--- config.mk ---
export PLATFORM = sky130hd
export DESIGN_NAME = sha2_padder
export DESIGN_NICKNAME = d
export VERILOG_FILES = /design/src/rtl/sha2_padder.sv
export SDC_FILE = /design/constraint.sdc
export NUM_CORES = 1
export LEC_CHECK = 0
export CAP_MARGIN = 10
export CELL_PAD_IN_SITES_DETAIL_PLACEMENT = 0
export CELL_PAD_IN_SITES_GLOBAL_PLACEMENT = 1
export CORE_MARGIN = 5
export CORE_UTILIZATION = 36
export CTS_BUF_LIST = sky130_fd_sc_hd__clkbuf_8
export CTS_CLUSTER_DIAMETER = 200
export CTS_CLUSTER_SIZE = 10
export DETAILED_ROUTE_END_ITERATION = 16
export GPL_ROUTABILITY_DRIVEN = 1
export HOLD_SLACK_MARGIN = 0.06
export PLACE_DENSITY = 0.76
export SKIP_CTS_REPAIR_TIMING = 1
export SKIP_LAST_GASP = 1
export SLEW_MARGIN = 5
export SYNTH_ARGS = -nofsm -noshare
export SYNTH_HDL_FRONTEND = slang
export SYNTH_SLANG_ARGS = --single-unit
--- constraint.sdc ---
create_clock -name clk_i -period 3.45 [get_ports clk_i]
set_input_delay 0.345 -clock clk_i [delete_from_list [all_inputs] [get_ports clk_i]]
set_output_delay 0.345 -clock clk_i [all_outputs]
set_load 0.01 [all_outputs]
--- src/rtl/sha2_padder.sv ---
`default_nettype none
// +--------------------------------------------------------------------------+
// | sha2_padder: packs message words into SHA-224/256/384/512 padded blocks.  |
// | Optional macro SHA2_PADDER_BYTE_STRB_EN enables partial final words.      |
// | Revision: 1.0                                                             |
// +--------------------------------------------------------------------------+
module sha2_padder #(
  parameter int DataWidth  = 64,
  parameter int BlockWidth = 512,
  parameter int DataBytes  = DataWidth >> 3
) (
  input  logic                  clk_i,
  input  logic                  rst_ni,
  input  logic                  clear_i,
  input  logic [DataWidth-1:0]  data_i,
  input  logic [DataBytes-1:0]  strb_i,
  input  logic                  last_i,
  input  logic                  valid_i,
  output logic                  ready_o,
  output logic [BlockWidth-1:0] block_o,
  output logic                  block_valid_o,
  input  logic                  block_ready_i,
  output logic                  block_first_o,
  output logic                  block_last_o,
  output logic                  error_o
);
  localparam int BlockBytes = BlockWidth / 8;
  localparam int LenBytes   = BlockWidth / 64;
  localparam int PtrW       = $clog2(BlockBytes);

  typedef enum logic [1:0] {
    FILL       = 2'd0,
    EMIT       = 2'd1,
    EXTRA      = 2'd2,
    EMIT_FINAL = 2'd3
  } state_e;

  state_e                state_q, state_d;
  logic [PtrW-1:0]       ptr_q, ptr_d;
  logic [63:0]           len_q, len_d;
  logic [BlockWidth-1:0] block_q, block_d;
  logic                  first_q, first_d;
  logic                  pend_q, pend_d;
  logic                  pad80_q, pad80_d;
  logic                  err_q, err_d;

  int   n_valid;
  logic strb_bad;

`ifdef SHA2_PADDER_BYTE_STRB_EN
  // A legal tail strobe is a run of ones starting at the MSB lane.
  always_comb begin
    logic seen_gap;
    n_valid  = 0;
    strb_bad = 1'b0;
    seen_gap = 1'b0;
    for (int i = DataBytes - 1; i >= 0; i--) begin
      if (strb_i[i]) begin
        n_valid = n_valid + 1;
        if (seen_gap) strb_bad = 1'b1;
      end else begin
        seen_gap = 1'b1;
      end
    end
  end
`else
  logic unused_strb;
  assign unused_strb = ^strb_i;
  assign n_valid     = DataBytes;
  assign strb_bad    = 1'b0;
`endif

  always_comb begin
    int   p;
    int   nb;
    logic abort;
    state_d = state_q;
    ptr_d   = ptr_q;
    len_d   = len_q;
    block_d = block_q;
    first_d = first_q;
    pend_d  = pend_q;
    pad80_d = pad80_q;
    err_d   = 1'b0;
    abort   = 1'b0;
    p       = int'(ptr_q);
    nb      = last_i ? n_valid : DataBytes;

    case (state_q)
      FILL: begin
        if (valid_i) begin
          if (last_i && strb_bad) begin
            abort = 1'b1;
          end else begin
            for (int b = 0; b < BlockBytes; b++) begin
              if (b >= p && b < p + nb)
                block_d[BlockWidth-1-8*b -: 8] = data_i[DataWidth-1-8*(b-p) -: 8];
              else if (last_i && b == p + nb)
                block_d[BlockWidth-1-8*b -: 8] = 8'h80;
              else if (last_i && b > p + nb)
                block_d[BlockWidth-1-8*b -: 8] = 8'h00;
            end
            len_d = len_q + 64'(nb * 8);
            if (!last_i) begin
              ptr_d = PtrW'(p + DataBytes);
              if (p + DataBytes == BlockBytes) begin
                state_d = EMIT;
                pend_d  = 1'b0;
              end
            end else begin
              ptr_d = '0;
              if (p + nb <= BlockBytes - LenBytes - 1) begin
                // Upper length bytes of wide blocks were already zero-padded.
                block_d[63:0] = len_d;
                state_d       = EMIT_FINAL;
              end else begin
                state_d = EMIT;
                pend_d  = 1'b1;
                pad80_d = (p + nb == BlockBytes);
              end
            end
          end
        end
      end
      EMIT: begin
        if (block_ready_i) begin
          first_d = 1'b0;
          state_d = pend_q ? EXTRA : FILL;
        end
      end
      EXTRA: begin
        block_d                        = '0;
        block_d[BlockWidth-1 -: 8]     = pad80_q ? 8'h80 : 8'h00;
        block_d[63:0]                  = len_q;
        pend_d                         = 1'b0;
        pad80_d                        = 1'b0;
        state_d                        = EMIT_FINAL;
      end
      EMIT_FINAL: begin
        if (block_ready_i) begin
          state_d = FILL;
          ptr_d   = '0;
          len_d   = '0;
          first_d = 1'b1;
        end
      end
      default: state_d = FILL;
    endcase

    if (clear_i || abort) begin
      state_d = FILL;
      ptr_d   = '0;
      len_d   = '0;
      first_d = 1'b1;
      pend_d  = 1'b0;
      pad80_d = 1'b0;
      err_d   = abort && !clear_i;
    end
  end

  always_ff @(posedge clk_i or negedge rst_ni) begin
    if (!rst_ni) begin
      state_q <= FILL;
      ptr_q   <= '0;
      len_q   <= '0;
      block_q <= '0;
      first_q <= 1'b1;
      pend_q  <= 1'b0;
      pad80_q <= 1'b0;
      err_q   <= 1'b0;
    end else begin
      state_q <= state_d;
      ptr_q   <= ptr_d;
      len_q   <= len_d;
      block_q <= block_d;
      first_q <= first_d;
      pend_q  <= pend_d;
      pad80_q <= pad80_d;
      err_q   <= err_d;
    end
  end

  assign ready_o       = (state_q == FILL);
  assign block_valid_o = (state_q == EMIT) || (state_q == EMIT_FINAL);
  assign block_last_o  = (state_q == EMIT_FINAL);
  assign block_first_o = first_q;
  assign block_o       = block_q;
  assign error_o       = err_q;
endmodule
`default_nettype wire

* Word-level counts from Yosys, hierarchy flattened
Index checks and enable logic that the tools add are counted.
** Word-level totals
- Register bits :: 587
** Operators by class
- Magnitude comparators :: 192
- Reduce and logical (&&, ||, !) cells :: 260
- Equal/unequal tests :: 131
- Add/sub/neg operators :: 130
- Shift-type cells :: 64
- Muxes and demuxes :: 230
** Operators with widths (number)
- 71-bit by 11-bit variable part select with 8-bit output :: 64
- 8-bit 2-to-1 mux :: 193
- 7-bit by 32-bit equality test with 1-bit output (first input constant) :: 32
- 7-bit by 32-bit > comparator with 1-bit output (first input constant) :: 32
- 7-bit by 32-bit < comparator with 1-bit output (first input constant) :: 32
- 512-bit case mux with 2 select lines :: 1
- 7-bit by 10-bit subtractor with 11-bit output (first input constant) :: 64
- 6-bit by 32-bit equality test with 1-bit output (first input constant) :: 16
- 6-bit by 32-bit > comparator with 1-bit output (first input constant) :: 16
- 6-bit by 32-bit < comparator with 1-bit output (first input constant) :: 16
- 512-bit 2-to-1 mux :: 1
- 64-bit 2-to-1 mux :: 5
- 5-bit by 32-bit equality test with 1-bit output (first input constant) :: 8
- 5-bit by 32-bit > comparator with 1-bit output (first input constant) :: 8
- 5-bit by 32-bit < comparator with 1-bit output (first input constant) :: 8
- 4-bit by 1-bit != test with 1-bit output (second input constant) :: 56
- 6-bit by 6-bit subtractor with 7-bit output (first input constant) :: 32
- 1-bit logical AND :: 191
- 6-bit greater-or-equal comparator (first input constant) :: 31
- 3-bit AND reduction :: 58
- 4-bit by 32-bit equality test with 1-bit output (first input constant) :: 4
- 4-bit by 32-bit > comparator with 1-bit output (first input constant) :: 4
- 4-bit by 32-bit < comparator with 1-bit output (first input constant) :: 4
- 64-bit case mux with 2 select lines :: 1
- 41 further kinds :: 130

* Depth between registers and ports, before layout
Gate-level depths: netlist of the first run.
- Depth after elaboration :: 10
- Mapped depth :: 12

* Least setup slack after synthesis of the first run
OpenSTA, ideal clock, no wires.
- Path type :: register -> register
- From :: register ptr_q[3]
- To :: register block_q[41] (netlist: block_o[41])
- Required time :: 3329 ps
- Stages on the path, launching flop included :: 13
- Arrival time :: 3103 ps
- Path buffers :: 4
- Setup slack :: 226 ps
- Setup time :: 121 ps
- Cell sequence :: dfrtp_1 -> buf_2 -> clkinv_1 -> ha_1 -> and3_1 -> and3_1 -> clkbuf_1 -> and2_1 -> buf_2 -> buf_6 -> a221oi_1 -> o21ai_1 -> a22o_1
** Between the ends
- Word-level cells in the longest chain between the ends :: 10
- Elaborated cells between the ends (all ways) :: 19
- Classes of those cells :: add/sub (3); order compare (4); eq/ne (1); shift (1); mux (7); reduce/logical (3)
** RTL lines
- start: declaration :: RTL line 39 : logic [PtrW-1:0] ptr_q, ptr_d;
- start signal: assignment :: RTL line 173 : ptr_q <= ptr_d;
- branches (longest 7 deep; another with 7-bit by 10-bit subtractor with 11-bit output)
- 64-bit 2-to-1 mux * :: RTL line 104 : if (!last_i) begin
- 512-bit 2-to-1 mux * :: RTL line 91 : if (valid_i) begin
- 512-bit case mux with 2 select lines * :: RTL line 89 : case (state_q)
- end signal: assignment :: RTL line 175 : block_q <= block_d;
- end: declaration :: RTL line 41 : logic [BlockWidth-1:0] block_q, block_d;
Every way passes the cells marked *. The select of a mux whose other input is x is not followed.
A chain may end at the register's enable or synchronous reset.

* Worst setup path after layout of the first run
- From :: register state_q[0]
- To :: output port ready_o
** Between the ends
- Word-level cells in the longest chain between the ends :: 1
** RTL lines
- start: declaration :: RTL line 38 : state_e state_q, state_d;
- start signal: assignment :: RTL line 172 : state_q <= state_d;
- 2-bit zero test :: RTL line 183 : assign ready_o = (state_q == FILL);
- end: declaration :: RTL line 19 : output logic ready_o,
Every way passes these cells.

==> impl_metrics.ini, run 1 <==
[outcome]
outcome = complete, no violations

[final_layout]
post-route-util = 0.477
multi_input_area_um2 = 11000
finalInstanceArea_um2 = 34600
ff_latch_area_um2 = 14500
drive_gt1_frac = 0.0704
fill_cells = 6842
num-nets-final = 3440
area_growth_syn_to_layout_pct = 31.9

[sta]
setup_viol = 0
totalNegativeSetupSlack_ns = 0
drv_slew = 0
maxSlewHeadroom = 0.343
hold_viol_final = 0
fin_ws_ns = 0.147
rsz0062_at_grt = false
min_period_over_period = 0.957
clock_skew_ns = 0.0488
period_needed_ns = 3.30
worst_pin_slew_ns = 0.979
fmax_mhz = 303

[yosys]
synth_top_cell_area_share = 0.550
synthCells = 2765
synth_nets = 2875
yosysTopAreaCell = dfrtp_1
synth_ff_type = dfrtp_1
avgSynthCellArea_um2 = 9.49
yosys_warnings = 0
synthTopCellsByArea = dfrtp_1 (55%), nand2_1 (9.1%), o21ai_0 (7.9%), o31ai_1 (5.0%), clkbuf_1 (2.0%)
synth_edf_count = 0
synth_cell_types = 87
ys_seq_elements = 578
netlist_area_um2 = 26200
synth.yosys.seq_area_share = 0.551
ys_async_sr_fraction = 1.00

[floorplan]
die_width_um = 280
die_area_um2 = 78400
start_util = 0.361
design.core.area_um2 = 72600
io_pins = 595
rows = 99
die_h_um = 280

[clocking]
path_clk_slew_ns = 0.10
cts_buffers = 67
cts-root-buf = clkbuf_8
cts_sinks = 578
htree_levels = 3
clkLatencyLatePin_ns = 0.68
cts_buffer_depth = 3
cts_tree = built

[placed_design]
pre_cts_ws_ns = 0.282
place_hpwl_mm = 84.3
io_buffers = 585
place_area_um2 = 33500
gp_congestion = 0.947

[global_route]
grt_pass1_vias = 24155
antenna_found_initial = 8
grt_pass1_wl_mm = 168
track_usage = 0.282
grt_start_max_net_pins = 86
overflow = 0

[detailed_routing]
drtIter0Drc = 2782
route.detailed.wl_per_inst_um = 26.5
drc = 0
antenna_left = 0
drt_wl_total_mm = 114
dr_total_vias = 24810
via_per_inst = 5.76
first_pass_iters = 5

[worst_hold_path]
hold_path_class = in2async

[critical_path]
worstPathArrival_ns = 2.96
crit_type = reg2out
start_kind = flip-flop
required_ns = 3.11
endpoint_kind = output pin
worstPathMaxFanout = 15

[power]
ir_drop_mv = 0.328
p_total_mw = 16.2
leakagePower_nw = 14.6
pwr_density_cell_nw_per_um2 = 467

[job]
max-cap-violations = 0
area by class of cell:
| type | count | area share |
|---|---|---|
| clock inverters | 10 | 0.00235 |
| well taps | 959 | 0.0347 |
| repair buffers | 694 | 0.198 |
| diodes | 7 | 0.000506 |
| multi-input cells | 1968 | 0.317 |
| clock buffers | 69 | 0.0274 |
| flip-flops and latches | 578 | 0.418 |
| inverters | 21 | 0.00228 |
cell usage in the layout, fill, tap and decap left out, drive strengths merged, types with 32 or more instances in the layout:
cell type,Yosys,layout
nand2,637,637
o21ai,429,429
buf,56,109
clkbuf,142,69
clkdlybuf4s50,0,584
a22o,44,44
nand3,66,66
dfrtp,577,577
nor2,82,82
o31ai,176,176
ha,32,32
a21oi,103,103
final timing paths:
| check | startpoint | slack (ns) | to | cells past startpoint |
|---|---|---|---|---|
| min | rst_ni | 0.20 | block_o[440]$_DFFE_PN0P_ | 2 |
| min in group clk_i | data_i[13] | 0.30 | block_o[205]$_DFFE_PN0P_ | 3 |
| max in group asynchronous | rst_ni | 2.15 | block_o[482]$_DFFE_PN0P_ | 3 |
| max | state_q[0]$_DFFE_PN0P_ | 0.15 | ready_o | 3 |
| max reg2reg | ptr_q[4]$_DFFE_PN0P_ | 0.16 | block_o[446]$_DFFE_PN0P_ | 9 |
| min reg2reg | block_first_o$_DFFE_PN1P_ | 0.47 | block_first_o$_DFFE_PN1P_ | 2 |
per-stage QoR:
stage                     cells  hold slack (ns)
after floorplan            2765           0.0494
after global placement     4219            0.387
after detailed placement   4219            0.396
after CTS                  4298           -0.338
after global routing       4305            0.246
final                      4306            0.205
cells in the mapped netlist, types with 24 or more instances:
cell type	instances
nand2_1	637
dfrtp_1	577
o21ai_0	412
o31ai_1	174
clkbuf_1	138
a21oi_1	102
nor2_1	81
nand3_1	64
a22o_1	44
ha_1	32
buf_2	29
nor3_1	29
and3_1	25
nand4_1	24
per-layer routing:
metal  wire [um]  up-vias  global-route usage
met5          13        -                   0
met2       53600     1135               0.455
met1       47600    12513               0.382
li1            -    10966                   -
met3        9210      194              0.0603
met4        3680        2              0.0918
critical path: stages (launching register included):
cell             delay (ns)
dfrtp_1                0.65
or2_2                  0.49
clkinv_1               0.46
clkdlybuf4s50_1        0.66
cell families after synthesis:
kind of cell	share of synthesized area
AO/OA/AOI/OAI	0.217
XOR/XNOR	0.0110
adder cells (fa/ha/maj)	0.0153
buffers and inverters	0.0343
flip-flops	0.551
multiplexers	0.00238
other	0.000143
AND/OR/NAND/NOR	0.168
state kept, by name, summed over array words and instances (netlist names):
name / count
ptr_q: 3
state_q: 2
pend_q: 1
pad80_q: 1
len_q: 58
block_first_o: 1
block_o: 512
power breakdown:
group | internal [mW] | total, mW | switching (mW)
Combinational | 1.54 | 4.19 | 2.65
Sequential | 7.23 | 7.63 | 0.396
Clock | 1.82 | 4.36 | 2.54
No activity file was read; power rests on OpenSTA's default activity.
==> run 2: changes to the inputs <==
--- a/config.mk
+++ b/config.mk
@@ -16,6 +16,7 @@
 export DETAILED_ROUTE_END_ITERATION = 16
 export GPL_ROUTABILITY_DRIVEN = 1
 export HOLD_SLACK_MARGIN = 0.06
+export MAX_ROUTING_LAYER = met4
 export PLACE_DENSITY = 0.76
 export SKIP_CTS_REPAIR_TIMING = 1
 export SKIP_LAST_GASP = 1
==> run 2 against run 1 <==
Effect of this change:
- global-route usage up 0.53 points
- hold slack better by 0.074 ns
- non-clock buffer count up 4
- critical path type is now reg2reg
==> impl_metrics.ini, run 2 (synthesis gave the netlist of run 1 again) <==
[clocking]
path_clk_slew_ns = 0.10
cts_buffer_depth = 3
htree_levels = 3
cts_buffers = 67
clkLatencyLatePin_ns = 0.68
cts-root-buf = clkbuf_8
cts_tree = built
cts_sinks = 578

[floorplan]
start_util = 0.361
io_pins = 595
die_width_um = 280
rows = 99
die_area_um2 = 78400
design.core.area_um2 = 72600
die_h_um = 280

[critical_path]
required_ns = 4.04
crit_type = reg2reg
crit_path_top_delay_cell = ha_1
slowest_delay_ns = 0.69
cp_num_buf_inv = 1
path_cells = ha_1 -> buf_4 -> nor4b_1 -> nor2b_1 -> nand3_1 -> nor2_1 -> a22o_1
path_delay_family = simple AND/OR/NAND/NOR gates
worstPathArrival_ns = 3.83
worstPathMaxFanout = 15
endpoint_kind = flip-flop
start_kind = flip-flop

[global_route]
grt_pass1_wl_mm = 165
overflow = 0
antenna_found_initial = 9
grt_start_max_net_pins = 82
track_usage = 0.287
grt_pass1_vias = 24070

[placed_design]
gp_congestion = 0.935
place_hpwl_mm = 84.3
pre_cts_ws_ns = 0.338
place_area_um2 = 33600
io_buffers = 585

[detailed_routing]
drt_wl_total_mm = 113
via_per_inst = 5.72
dr_total_vias = 24671
first_pass_iters = 5
drc = 0
drtIter0Drc = 2453
antenna_left = 0
route.detailed.wl_per_inst_um = 26.3

[power]
pwr_density_cell_nw_per_um2 = 466
leakagePower_nw = 14.7
p_total_mw = 16.2
ir_drop_mv = 0.241

[sta]
worst_pin_slew_ns = 0.922
fin_ws_ns = 0.209
clock_skew_ns = 0.0384
fmax_mhz = 309
totalNegativeSetupSlack_ns = 0
maxSlewHeadroom = 0.381
setup_viol = 0
hold_viol_final = 0
period_needed_ns = 3.24
rsz0062_at_grt = false
min_period_over_period = 0.940
drv_slew = 0

[final_layout]
final_common_cell = nand2_1
finalInstanceArea_um2 = 34700
area_growth_syn_to_layout_pct = 32.3
final_cell_mix = nand2_1 (634), clkdlybuf4s50_1 (584), dfrtp_1 (577), o21ai_0 (411), o31ai_1 (173)
multi_input_area_um2 = 11000
fill_cells = 6940
largest_reg_flops = 512
num-nets-final = 3444
ff_latch_area_um2 = 14500
drive_gt1_frac = 0.0712
post-route-util = 0.478

[worst_hold_path]
hold_path_class = in2async

[job]
max-cap-violations = 0

[outcome]
outcome = complete, no violations
==> run 2: cell types whose count changed in the layout (fill, tap and decap cells not counted), sizes merged <==
cell	previous run	this run
buf	109	113
clkinv	4	3
clkinvlp	1	0
diode	7	10
inv	26	28
==> run 2: area by class of cell <==
cell class / count / share of cell area
Antenna cell: 10 / 0.000721
Clock buffer: 69 / 0.0274
Clock inverter: 10 / 0.00224
Inverter: 21 / 0.00227
Multi-Input combinational cell: 1968 / 0.316
Sequential cell: 578 / 0.417
Tap cell: 959 / 0.0346
Timing Repair Buffer: 698 / 0.200
==> run 2: path summary, 6_finish.rpt <==
path                                             end  cells past startpoint  slack, ns                       from
max                         block_o[482]$_DFFE_PN0P_                      7       0.21       ptr_q[4]$_DFFE_PN0P_
min reg2reg                block_first_o$_DFFE_PN1P_                      2       0.47  block_first_o$_DFFE_PN1P_
min in group clk_i          block_o[205]$_DFFE_PN0P_                      3       0.34                 data_i[13]
max in group asynchronous   block_o[145]$_DFFE_PN0P_                      3       2.13                     rst_ni
min                         block_o[184]$_DFFE_PN0P_                      2       0.28                     rst_ni
max reg2reg                 block_o[482]$_DFFE_PN0P_                      7       0.21       ptr_q[4]$_DFFE_PN0P_
==> run 2: through the flow <==
stage / std cells / hold WS, ns
floorplan: 2765 / 0.0494
global placement: 4223 / 0.439
detailed placement: 4223 / 0.435
CTS: 4302 / -0.306
global route: 4311 / 0.333
finish: 4313 / 0.279
==> run 2: per-layer routing <==
layer | vias to the layer above | global-route usage | routed length (um)
met5 | - | - | 0
met3 | 225 | 0.0487 | 8130
met4 | 0 | 0.110 | 4740
met2 | 1105 | 0.443 | 52500
li1 | 10986 | - | -
met1 | 12355 | 0.383 | 48100
==> run 2: where the power goes <==
part	leakage, nW	switching [mW]	internal, mW	total (mW)
logic	6.19	2.66	1.56	4.22
registers	7.95	0.383	7.23	7.61
clock network	0.549	2.51	1.83	4.34
total	14.7	5.55	10.6	16.2
